## src/rtl/ifu_itcm_lockstep_arb.sv

```systemverilog
// Shares one ITCM fetch port between two IFUs: round-robin in split mode, merged fetches in lockstep mode.
// Zero-latency command/response paths; an owner-mask FIFO routes in-order responses back to their cores.
module ifu_itcm_lockstep_arb #(
    parameter int AW         = 16,
    parameter int DW         = 64,
    parameter int OUTS_DEPTH = 2
) (
    input  logic          clk,
    input  logic          rst,
    input  logic          lockstep_en,
    input  logic          c0_cmd_valid,
    output logic          c0_cmd_ready,
    input  logic [AW-1:0] c0_cmd_addr,
    output logic          c0_rsp_valid,
    input  logic          c0_rsp_ready,
    output logic          c0_rsp_err,
    output logic [DW-1:0] c0_rsp_rdata,
    input  logic          c1_cmd_valid,
    output logic          c1_cmd_ready,
    input  logic [AW-1:0] c1_cmd_addr,
    output logic          c1_rsp_valid,
    input  logic          c1_rsp_ready,
    output logic          c1_rsp_err,
    output logic [DW-1:0] c1_rsp_rdata,
    output logic          itcm_cmd_valid,
    input  logic          itcm_cmd_ready,
    output logic [AW-1:0] itcm_cmd_addr,
    input  logic          itcm_rsp_valid,
    output logic          itcm_rsp_ready,
    input  logic          itcm_rsp_err,
    input  logic [DW-1:0] itcm_rsp_rdata,
    output logic          lockstep_mode,
    output logic          fetch_mismatch,
    output logic          arb_idle
);
    localparam int PW = (OUTS_DEPTH > 1) ? $clog2(OUTS_DEPTH) : 1;
    localparam int CW = $clog2(OUTS_DEPTH) + 1;

    logic [1:0]    tag_q [OUTS_DEPTH];
    logic [PW-1:0] wr_ptr_q, rd_ptr_q;
    logic [CW-1:0] cnt_q, cnt_d;
    logic          mode_q, mis_q, rr_q;

    logic          empty, full, gnt_c1, both_vld, addr_eq, mis_set;
    logic          cmd_vld, c0_rdy, c1_rdy, cmd_hs, rsp_rdy, pop;
    logic [1:0]    push_mask, head;

    assign empty    = (cnt_q == '0);
    assign full     = (cnt_q == CW'(OUTS_DEPTH));
    assign head     = tag_q[rd_ptr_q];
    assign both_vld = c0_cmd_valid & c1_cmd_valid;
    assign addr_eq  = (c0_cmd_addr == c1_cmd_addr);
    assign gnt_c1   = c1_cmd_valid & (~c0_cmd_valid | rr_q);
    assign mis_set  = mode_q & both_vld & ~addr_eq;

    always_comb begin
        cmd_vld   = 1'b0;
        c0_rdy    = 1'b0;
        c1_rdy    = 1'b0;
        push_mask = 2'b00;
        if (mode_q) begin
            cmd_vld   = both_vld & addr_eq & ~full & ~mis_q;
            c0_rdy    = cmd_vld & itcm_cmd_ready;
            c1_rdy    = cmd_vld & itcm_cmd_ready;
            push_mask = 2'b11;
        end else begin
            // A latched mismatch keeps the fetch port frozen even after leaving lockstep.
            cmd_vld   = (c0_cmd_valid | c1_cmd_valid) & ~full & ~mis_q;
            c0_rdy    = ~gnt_c1 & itcm_cmd_ready & ~full & ~mis_q;
            c1_rdy    =  gnt_c1 & itcm_cmd_ready & ~full & ~mis_q;
            push_mask = gnt_c1 ? 2'b10 : 2'b01;
        end
    end

    assign cmd_hs  = cmd_vld & itcm_cmd_ready;
    // An unexpected beat with nothing outstanding is accepted and dropped.
    assign rsp_rdy = empty | ((~head[0] | c0_rsp_ready) & (~head[1] | c1_rsp_ready));
    assign pop     = itcm_rsp_valid & rsp_rdy & ~empty;
    assign cnt_d   = cnt_q + CW'(cmd_hs) - CW'(pop);

    always_ff @(posedge clk or posedge rst) begin
        if (rst) begin
            for (int i = 0; i < OUTS_DEPTH; i++) tag_q[i] <= 2'b00;
            wr_ptr_q <= '0;
            rd_ptr_q <= '0;
            cnt_q    <= '0;
            mode_q   <= 1'b0;
            mis_q    <= 1'b0;
            rr_q     <= 1'b0;
        end else begin
            if (cmd_hs) begin
                tag_q[wr_ptr_q] <= push_mask;
                wr_ptr_q        <= (wr_ptr_q == PW'(OUTS_DEPTH - 1)) ? '0 : wr_ptr_q + 1'b1;
                if (!mode_q) rr_q <= ~gnt_c1;
            end
            if (pop) rd_ptr_q <= (rd_ptr_q == PW'(OUTS_DEPTH - 1)) ? '0 : rd_ptr_q + 1'b1;
            cnt_q <= cnt_d;
            if (empty && !cmd_hs) mode_q <= lockstep_en;
            if (mis_set) mis_q <= 1'b1;
        end
    end

    assign itcm_cmd_valid = cmd_vld & ~rst;
    assign itcm_cmd_addr  = (!mode_q && gnt_c1) ? c1_cmd_addr : c0_cmd_addr;
    assign c0_cmd_ready   = c0_rdy & ~rst;
    assign c1_cmd_ready   = c1_rdy & ~rst;
    assign c0_rsp_valid   = itcm_rsp_valid & ~empty & head[0] & ~rst;
    assign c1_rsp_valid   = itcm_rsp_valid & ~empty & head[1] & ~rst;
    assign c0_rsp_err     = itcm_rsp_err;
    assign c1_rsp_err     = itcm_rsp_err;
    assign c0_rsp_rdata   = itcm_rsp_rdata;
    assign c1_rsp_rdata   = itcm_rsp_rdata;
    assign itcm_rsp_ready = rsp_rdy & ~rst;
    assign lockstep_mode  = mode_q;
    assign fetch_mismatch = mis_q;
    assign arb_idle       = empty;
endmodule

```

## config.mk

```make
export PLATFORM = sky130hd
export DESIGN_NAME = ifu_itcm_lockstep_arb
export DESIGN_NICKNAME = d
export VERILOG_FILES = /design/src/rtl/ifu_itcm_lockstep_arb.sv
export SDC_FILE = /design/constraint.sdc
export NUM_CORES = 1
export LEC_CHECK = 0
export ABC_AREA = 1
export CAP_MARGIN = 20
export CORE_AREA = 5 5 98 100
export DETAILED_ROUTE_END_ITERATION = 8
export DIE_AREA = 0 0 103 105
export PLACE_DENSITY_LB_ADDON = 0.05
export SYNTH_ARGS = -nofsm -noshare
export SYNTH_HDL_FRONTEND = slang
export SYNTH_SLANG_ARGS = --single-unit
```

## constraint.sdc

```tcl
create_clock -name clk -period 3.6 [get_ports clk]
set_input_delay 0.72 -clock clk [delete_from_list [all_inputs] [get_ports clk]]
set_output_delay 0.72 -clock clk [all_outputs]
set_load 0.02 [all_outputs]
```

==> qor.yml <==
cts:
  clkLatencyLatePin_ns: 0.24
  cts_inserted_buffers: 3
  clock_path_buffers: 2
  clk_pin_slew_ns: 0.05
  cts_num_sinks: 11
  cts_setup_buffers: 0
  cts-root-buf: "clkbuf_8"
  cts_max_level: 1
  tritoncts: "yes"
timing:
  setup-tns-final_ns: 0
  skew_ns: 0.00323
  worst_slew_pin_slew_ns: 0.364
  hold_viol: 0
  fmax_ghz: 0.315
  timing.hold.ws_ns: 0.485
  period_needed_ns: 3.17
  setup_viol: 0
  slew_headroom_pct: 75.5
  finalMaxSlewViolations: 0
  rsz0062_at_grt: "no"
  period_share_pct: 88.1
critical_path:
  worstPathArrival_ns: 2.45
  crit_start: "c1_cmd_valid"
  timing.rr.end: "cnt_q[1]"
  r2r_start: "lockstep_mode"
  end_kind: "primary output"
  critPathMaxFanout: 33
  r2r_cells: 11
  crit_slowest_cell: "clkdlybuf4s50_1"
  cp-start-kind: "input port"
  critPathKind: "in -> out"
  slowest_delay_ns: 0.64
  endpoint: "itcm_cmd_addr[9]"
  reg2reg_slack_ns: 1.42
  path_cells: "clkdlybuf4s50_1, nand2_1, nor2_2, buf_12, nand2_1, o21ai_0, clkdlybuf4s50_1"
  worst_ep_required_time_ns: 2.88
pwr:
  leakage_nw: 1.07
  vdd_drop_max_uv: 107
  power_mw: 0.941
  power.density_nw_per_um2: 463
finish:
  multi_input_area_um2: 716
  final_cell_area_um2: 2030
  final_cell_mix: "84 x nand2_1, 62 x clkdlybuf4s50_1, 42 x inv_1"
  area_delta_synth_final_pct: -5.25
  final_layout_size_suffix_gt1_share_pct: 5.78
  final_common_cell: "nand2_1"
  seq_area_um2: 275
  nNetsFinal: 386
  fill_cells: 981
  n_antenna_cell: 0
run_status:
  outcome: "finished clean"
job:
  max-cap-violations: 0
synthesis:
  yosysSeqAreaShare_pct: 12.8
  synthMuxAreaShare_pct: 0.933
  ys_warn_count: 0
  synth-adder-area-share_pct: 1.17
  synth_compound_area_share_pct: 5.48
  synth_nets: 446
  synth.distinct_cells: 25
  synth.avg_cell_area_um2: 6.35
  synth_top_family_by_area: "buffers and inverters"
  synthCells: 338
  synthXorXnorAreaFrac_pct: 1.63
  synthSimpleGateAreaFrac_pct: 24.0
  ys_ff_latch: 11
  syn_area_um2: 2150
place:
  place_area_um2: 1980
  place_hpwl_um: 4310
  routabilityCongestion: 0.688
  port_buffers: 65
global_route:
  grt-ovfl-total: 0
  grt_max_degree: 34
  first_global_vias: 1586
  grt_first_pass_wirelength_um: 7950
  antenna_found_initial: 0
  grtUsageTotal_pct: 9.18
die:
  initial_core_util_pct: 25.0
  io_pins: 261
  fp-row-count: 34
  core-area_um2: 8590
  die_height_um: 105
  dieArea_um2: 10800
  fp.dieW_um: 103
route:
  dr.pass1.iters: 4
  via_per_inst: 3.81
  ant_nets: 0
  vias: 1467
  routed_wl_um: 5050
  wire_per_inst_um: 13.1
  drt_iter0_markers: 35
  drc: 0
min_path:
  min_path_type: "reg -> reg"
==> timing repair <==
item | in CTS | in global routing
resized for setup | 0 | 3
hold buffers | 0 | 0
hold endpoints to repair | 0 | 0
setup endpoints to repair | 0 | 3
==> flip-flops by register name, indices dropped and copies added, names as in the netlist <==
register	count
tag_q	4
cnt_q	2
fetch_mismatch	1
lockstep_mode	1
rd_ptr_q	1
rr_q	1
wr_ptr_q	1
==> worst max-delay path, delay by kind of cell <==
kind / cells / cell delay, ns
AND/OR/NAND/NOR: 3 / 0.28
AO/OA/AOI/OAI: 1 / 0.09
buffers and inverters: 3 / 1.34
==> routing by layer <==
metal | part of all wire (%) | up-vias | GRT usage, %
met3 | 9.0 | 46 | 2.60
met2 | 50 | 58 | 15.8
met1 | 34 | 602 | 9.12
met5 | 0 | - | 0
met4 | 7.2 | 0 | 6.94
li1 | - | 761 | -
==> through the flow <==
stage                     util [%]  cells  setup WS (ns)
after global placement        23.0    381         0.0958
after CTS                     23.6    385         0.0652
after global routing          23.7    385          0.279
after detailed placement      23.0    381         0.0736
after floorplan                  -    338           1.18
final                         23.7    385          0.430
==> where the power goes <==
group	total, mW	internal [mW]	switching, mW
registers	0.239	0.183	0.0567
logic	0.575	0.266	0.309
clock network	0.127	0.0779	0.0488
total	0.941	0.526	0.414
==> worst min-delay path by stage <==
stage | start | end | slack [ns] | depth (start not counted)
after floorplan | tag_q[2] | tag_q[2] | 0.44 | 2
after CTS | tag_q[0] | tag_q[0] | 0.48 | 2
after detailed placement | tag_q[0] | tag_q[0] | 0.47 | 2
final | tag_q[1] | tag_q[1] | 0.48 | 2
after global routing | tag_q[1] | tag_q[1] | 0.51 | 2
after global placement | tag_q[0] | tag_q[0] | 0.47 | 2
==> area by class of cell <==
| cell class | instances | share of cell area (%) |
|---|---|---|
| clock buffers | 4 | 2.22 |
| inverters | 43 | 7.94 |
| multi-input cells | 150 | 35.2 |
| flip-flops and latches | 11 | 13.5 |
| well taps | 108 | 6.65 |
| repair buffers | 69 | 34.5 |
==> cells in the mapped netlist <==
| cell | count | share of area [%] |
|---|---|---|
| mux2i_1 | 2 | 0.93 |
| nor2_1 | 19 | 3.3 |
| nand3_2 | 1 | 0.47 |
| nor3_1 | 1 | 0.23 |
| buf_4 | 131 | 46 |
| nand2_1 | 84 | 15 |
| nor2_4 | 2 | 1.0 |
| dfrtp_1 | 11 | 13 |
| o22ai_1 | 1 | 0.29 |
| a31oi_1 | 1 | 0.29 |
| clkbuf_1 | 2 | 0.35 |
| or2_2 | 1 | 0.29 |
| o21ai_0 | 17 | 4.0 |
| buf_2 | 1 | 0.23 |
| a21oi_1 | 3 | 0.70 |
| nand2_4 | 2 | 1.0 |
| xor2_1 | 2 | 0.82 |
| inv_2 | 1 | 0.17 |
| o21ai_1 | 1 | 0.23 |
| nand3_4 | 1 | 0.82 |
| nand3_1 | 4 | 0.93 |
| ha_1 | 2 | 1.2 |
| inv_1 | 42 | 7.3 |
| xnor2_1 | 2 | 0.82 |
| nand4_1 | 4 | 1.2 |
==> cells by family after synthesis <==
kind of cell               after synthesis
muxes                                    2
DFF                                     11
and+or+nand+nor                        119
xor gates and xnor gates                 4
AOI/OAI and AO/OA                       23
adders and majority gates                2
buffers and inverters                  177
Note: power is estimated with default switching activity, not from simulation.
